<file path="config.mk">
export PLATFORM = sky130hd
export DESIGN_NAME = resv_issue_sched
export DESIGN_NICKNAME = d
export VERILOG_FILES = /design/src/rtl/resv_issue_sched_pkg.sv /design/src/rtl/resv_pipe_timer.sv /design/src/rtl/resv_issue_sched.sv
export SDC_FILE = /design/constraint.sdc
export NUM_CORES = 1
export LEC_CHECK = 0
export CAP_MARGIN = 20
export CELL_PAD_IN_SITES_DETAIL_PLACEMENT = 1
export CELL_PAD_IN_SITES_GLOBAL_PLACEMENT = 1
export CORE_MARGIN = 2
export CORE_UTILIZATION = 37
export CTS_CLUSTER_DIAMETER = 30
export DETAILED_ROUTE_END_ITERATION = 12
export GPL_ROUTABILITY_DRIVEN = 0
export HOLD_SLACK_MARGIN = 0.02
export PLACE_DENSITY = 0.89
export SYNTH_ARGS = -nofsm -noshare
export SYNTH_HDL_FRONTEND = slang
export SYNTH_SLANG_ARGS = --single-unit
</file>
<file path="constraint.sdc">
create_clock -name clk -period 3.5 [get_ports clk]
set_input_delay 0.525 -clock clk [delete_from_list [all_inputs] [get_ports clk]]
set_output_delay 0.525 -clock clk [all_outputs]
set_load 0.01 [all_outputs]
</file>
<file path="src/rtl/resv_issue_sched_pkg.sv">
// Shared types and constants for the reservation-station issue scheduler.
// Holds the FSM encoding, the "no candidate" uop marker and default widths.
package resv_issue_sched_pkg;

  localparam int DEF_W_IDENT   = 4;
  localparam int DEF_W_PD_UOPS = 6;
  localparam int DEF_W_LAT     = 3;
  localparam int DEF_W_CNT     = 16;

  typedef enum logic [1:0] {
    RUN    = 2'd0,
    FLUSH1 = 2'd1,
    FLUSH2 = 2'd2
  } sched_state_e;

  // All-ones uop means the picker found no ready candidate for that pipe.
  localparam logic [DEF_W_PD_UOPS-1:0] unused_op = '1;

  // Single-issue arbitration: bit0 = pipe 1, bit1 = pipe 2, never both.
  function automatic logic [1:0] pick_pipe(input logic elig1,
                                           input logic elig2,
                                           input logic odr);
    if (elig1 && elig2) return odr ? 2'b10 : 2'b01;
    return {elig2, elig1};
  endfunction

endpackage

</file>
<file path="src/rtl/resv_pipe_timer.sv">
// Per-pipe busy counter: loads the issued uop's extra latency, then counts
// down to zero; the pipe may accept a new uop only when the count is zero.
module resv_pipe_timer
  import resv_issue_sched_pkg::*;
#(
  parameter int W_LAT = DEF_W_LAT
) (
  input  logic             clk,
  input  logic             rst,
  input  logic             flush,
  input  logic             issue,
  input  logic [W_LAT-1:0] lat,
  output logic [W_LAT-1:0] cnt
);

  // NOTE: sequential state uses non-blocking assignments so every flop
  // samples pre-edge values regardless of process evaluation order.
  always_ff @(posedge clk or posedge rst) begin
    if (rst)                cnt <= '0;
    else if (flush)         cnt <= '0;
    else if (issue)         cnt <= lat;
    else if (cnt != '0)     cnt <= cnt - W_LAT'(1);
  end

endmodule

</file>
<file path="src/rtl/resv_issue_sched.sv">
// Issue scheduler for a two-pipe reservation station: picks at most one
// ready uop per cycle, gates decode insertion and sequences pipeline flushes.
module resv_issue_sched
  import resv_issue_sched_pkg::*;
#(
  parameter int W_ident   = DEF_W_IDENT,
  parameter int W_PD_UOPS = DEF_W_PD_UOPS,
  parameter int W_LAT     = DEF_W_LAT,
  parameter int W_CNT     = DEF_W_CNT
) (
  input  logic                 clk,
  input  logic                 CFI_PC_rst,
  input  logic                 CFI_PC_clear,
  input  logic                 DFI_PV_dec,
  input  logic                 CFI_PC_full,
  input  logic [W_PD_UOPS-1:0] CDI_PD_uops1,
  input  logic [W_PD_UOPS-1:0] CDI_PD_uops2,
  input  logic                 CDI_PD_odr,
  input  logic [W_LAT-1:0]     CDI_PD_lat1,
  input  logic [W_LAT-1:0]     CDI_PD_lat2,
  input  logic                 CFI_PC_busy1,
  input  logic                 CFI_PC_busy2,
  output logic [1:0]           CDO_PC_s1,
  output logic                 CDO_PC_ena,
  output logic                 CDO_PC_stall,
  output logic                 CFO_PC_clear,
  output logic [W_CNT-1:0]     CDO_PD_icnt
);

  if (W_ident < 1) begin : g_param_check
    $error("W_ident must be at least 1");
  end

  localparam logic [W_PD_UOPS-1:0] NO_CAND = {W_PD_UOPS{unused_op[0]}};

  sched_state_e     state, state_nxt;
  logic [W_LAT-1:0] cnt1, cnt2;
  logic             issue_ok, elig1, elig2;

  always_ff @(posedge clk or posedge CFI_PC_rst) begin
    if (CFI_PC_rst) state <= FLUSH1;
    else            state <= state_nxt;
  end

  // NOTE: every always_comb output gets a default first, so no path can
  // leave it unassigned and infer a latch.
  always_comb begin
    state_nxt = state;
    case (state)
      RUN:     state_nxt = RUN;
      FLUSH1:  state_nxt = FLUSH2;
      FLUSH2:  state_nxt = RUN;
      default: state_nxt = FLUSH1;
    endcase
    if (CFI_PC_clear) state_nxt = FLUSH1;
  end

  // A flush request suppresses issue in the very cycle it is raised.
  assign issue_ok = (state == RUN) && !CFI_PC_clear;
  assign elig1    = issue_ok && (CDI_PD_uops1 != NO_CAND) && (cnt1 == '0) && !CFI_PC_busy1;
  assign elig2    = issue_ok && (CDI_PD_uops2 != NO_CAND) && (cnt2 == '0) && !CFI_PC_busy2;

  always_comb begin
    CDO_PC_s1    = pick_pipe(elig1, elig2, CDI_PD_odr);
    CDO_PC_ena   = issue_ok && DFI_PV_dec && (!CFI_PC_full || (CDO_PC_s1 != 2'b00));
    CDO_PC_stall = 1'b1;
    if (state == RUN)
      CDO_PC_stall = DFI_PV_dec && CFI_PC_full && (CDO_PC_s1 == 2'b00);
    CFO_PC_clear = (state == FLUSH1);
  end

  resv_pipe_timer #(.W_LAT(W_LAT)) u_timer1 (
    .clk   (clk),
    .rst   (CFI_PC_rst),
    .flush (CFI_PC_clear),
    .issue (CDO_PC_s1[0]),
    .lat   (CDI_PD_lat1),
    .cnt   (cnt1)
  );

  resv_pipe_timer #(.W_LAT(W_LAT)) u_timer2 (
    .clk   (clk),
    .rst   (CFI_PC_rst),
    .flush (CFI_PC_clear),
    .issue (CDO_PC_s1[1]),
    .lat   (CDI_PD_lat2),
    .cnt   (cnt2)
  );

  // Issue count survives flushes; only reset clears it.
  always_ff @(posedge clk or posedge CFI_PC_rst) begin
    if (CFI_PC_rst)              CDO_PD_icnt <= '0;
    else if (CDO_PC_s1 != 2'b00) CDO_PD_icnt <= CDO_PD_icnt + W_CNT'(1);
  end

endmodule

</file>
==> metrics.cfg <==
[clock_network]
cts-root-buf=clkbuf_8
cts_sinks=24
clkSlewWorstSetupHoldPaths_ns=0.09
postCtsResizedCells=0
cts_tree=done
htree_levels=1
cts_inserted_buffers=3
cts-hold-fix-buffers=0
cts_buffer_depth=2
cts_setup_buffers=0
clk_latency_ns=0.26

[synthesis]
synth_most_common_cell=dfrtp_1
yosysWarningCount=0
synth-seq-area-share=0.4291
synth-async-reset-ratio=1.000
synth-edff-count=0
synth_seq_cells=24
syn_area_sq_um=1403
synthTopCellsByArea=dfrtp_1 (41%), xor2_1 (8.1%), ha_1 (4.5%), a2111oi_2 (4.3%), nand3_1 (3.6%)
synth_largest_area_cell=dfrtp_1
synth_top_area_share=0.4103
synthFlopType=dfrtp_1
syn_inst=134
yosysUniqueCellTypes=36
synthTopCellsByCount=dfrtp_1 (23), xor2_1 (13), inv_1 (10), nand3_1 (10)
synth_nets=165
synthesis.area_per_instance_sq_um=10.47

[placement]
place_ws_ns=0.4185
port_buffers=46
placed_cell_area_sq_um=1892
dp_hpwl_mm=2.933

[global_route]
grt_pass1_vias=1356
grt_max_degree=25
grt_pass1_wl_mm=6.423
grt_use_total=0.1927
antenna_found_initial=0
grt_overflow=0

[floorplan]
core_area_sq_um=3661
fp.dieH_um=65.57
initial_core_util=0.3831
rows=22
dieArea_sq_um=4299
die_width_um=65.57
num_io_pins=47

[sta]
fin_crit_sh=0.8966
rsz0062_at_grt=false
min_period_ns=3.138
report.final.slew_viol_count=0
hold_violations=0
layout_setup_ws_ns=0.3619
finalClockSkew_ns=0.002375
finalSetupViolations=0
slew_headroom=0.3709
fin_tns_setup_ns=0
max_freq_ghz=0.3187
max_slew.worst_pin.slew_ns=0.9426

[detailed_routing]
wl_met2_mm=2.025
routed_wl_mm=3.809
first_pass_iters=4
drt-met1-wl_mm=1.600
drtIter0Drc=34
met3_length_um=172
vias_per_cell=5.228
drc=0
wl_per_cell_um=16.71
top_layer=met4
postRouteAntennaNets=0
dr_total_vias=1192

[status]
status=completed

[cells_and_area]
syn2layout_area_growth_pct=39.96
insertedDiodeCount=0
drive_gt1_frac=0.1000
nNetsFinal=212
final_cell_area_sq_um=1963

[power_and_ir_drop]
p_int_w=0.0006952
powerDensity_nw_per_um2=532.4
p_seq_frac=0.367
p_leak_nw=0.8474
switching_share=0.3348
clkPwrFrac=0.232
pwr-share-comb=0.401
max-vdd-ir-drop_v=0.0002362
p_sw_w=0.0003500

[worst_hold_path]
hp-start=CDO_PD_icnt[15]$_DFFE_PP0P_
hold_path_class=flop to flop

[run]
max_cap_viol_count=0

[worst_setup_path]
critical_path.startpoint_type=flop
required_ns=2.97
endpoint_kind=primary output
startpoint=u_timer1.cnt[0]$_DFFE_PP0P_
r2r-start=u_timer2.cnt[0]$_DFFE_PP0P_
criticalPathCategory=flop to primary output
worstPathArrival_ns=2.61
path_max_fanout=6

flip-flops by register name (all words and copies together), names as in the netlist:
name and count:
state 2, u_timer2.cnt 3, CDO_PD_icnt 16, u_timer1.cnt 3
logic make-up (layout without fill, tap and decap cells):
group | after synthesis | after routing | synth area share
simple gates | 38 | 38 | 0.1436
compound gates | 30 | 30 | 0.1847
flops | 24 | 24 | 0.4291
xor+xnor | 17 | 17 | 0.1062
buf+inv | 16 | 62 | 0.05976
fa+ha+maj | 5 | 5 | 0.04460
mux | 4 | 4 | 0.03211
layout by cell type (no fill, tap or decap), drive strengths merged:
cell type / count
a2111oi: 8
a211oi: 2
a21oi: 8
a311o: 1
and2: 1
and2b: 1
and3: 1
and3b: 1
and4: 1
buf: 2
bufinv: 1
clkbuf: 3
clkdlybuf4s50: 46
dfrtp: 23
dfstp: 1
ha: 5
inv: 10
mux2: 4
nand2: 8
nand3: 10
nand4: 5
nor2: 8
nor2b: 1
nor3: 1
o2111a: 1
o2111ai: 1
o211a: 1
o211ai: 2
o21a: 1
o21ai: 2
o31ai: 3
xnor2: 4
xor2: 13
final timing paths:
path | endpoint | slack, ns | cells past startpoint
max in group asynchronous | u_timer1.cnt[0]$_DFFE_PP0P_ | 2.16 | 2
setup / recovery | CDO_PC_stall | 0.36 | 8
min in group asynchronous | CDO_PD_icnt[12]$_DFFE_PP0P_ | 0.77 | 2
hold reg to reg | CDO_PD_icnt[15]$_DFFE_PP0P_ | 0.48 | 1
setup reg to reg | CDO_PD_icnt[15]$_DFFE_PP0P_ | 1.05 | 6
hold / removal | CDO_PD_icnt[15]$_DFFE_PP0P_ | 0.48 | 1
layer usage:
| metal | vias up | global-route usage |
|---|---|---|
| met5 | - | 0 |
| met4 | 0 | 0.03906 |
| met3 | 2 | 0.02911 |
| met2 | 29 | 0.3635 |
| met1 | 585 | 0.2302 |
| li1 | 576 | - |
final cells by class:
type | count | area, sq um
Clock buffer | 3 | 41.29
Multi-Input combinational cell | 94 | 716.9
Clock inverter | 1 | 30.03
Fill cell | 410 | 1698
Sequential cell | 24 | 601.8
Tap cell | 48 | 60.06
Timing Repair Buffer | 48 | 475.5
Inverter | 10 | 37.54
critical path, cell delays in order, from the launching register on:
cell and delay [ns]:
dfrtp_1 0.40, inv_1 0.06, ha_1 0.14, ha_1 0.25, nor2b_1 0.24, o211a_1 0.27
nor2_1 0.12, a311o_1 0.37, clkdlybuf4s50_1 0.49
through the flow:
| stage | hold slack, ns | cells | util | total power [W] |
|---|---|---|---|---|
| after global placement | 0.4590 | 224 | 0.5167 | 0.0007710 |
| after detailed placement | 0.4728 | 224 | 0.5167 | 0.0008137 |
| after CTS | 0.4887 | 228 | 0.5362 | 0.001066 |
| after floorplan | 0.4794 | 134 | - | 0.0006536 |
| after global routing | 0.5106 | 228 | 0.5362 | 0.001133 |
| final | 0.4822 | 228 | 0.5362 | 0.001045 |
power groups by stage:
stage / combinational, W / clock [W] / sequential [W]
after floorplan: 0.000268 / 0 / 0.000386
after global placement: 0.000388 / 0 / 0.000383
after detailed placement: 0.000424 / 0 / 0.000390
after CTS: 0.000429 / 0.000253 / 0.000384
after global routing: 0.000481 / 0.000260 / 0.000392
final: 0.000419 / 0.000242 / 0.000383
Note: power is estimated with default switching activity, not from simulation.
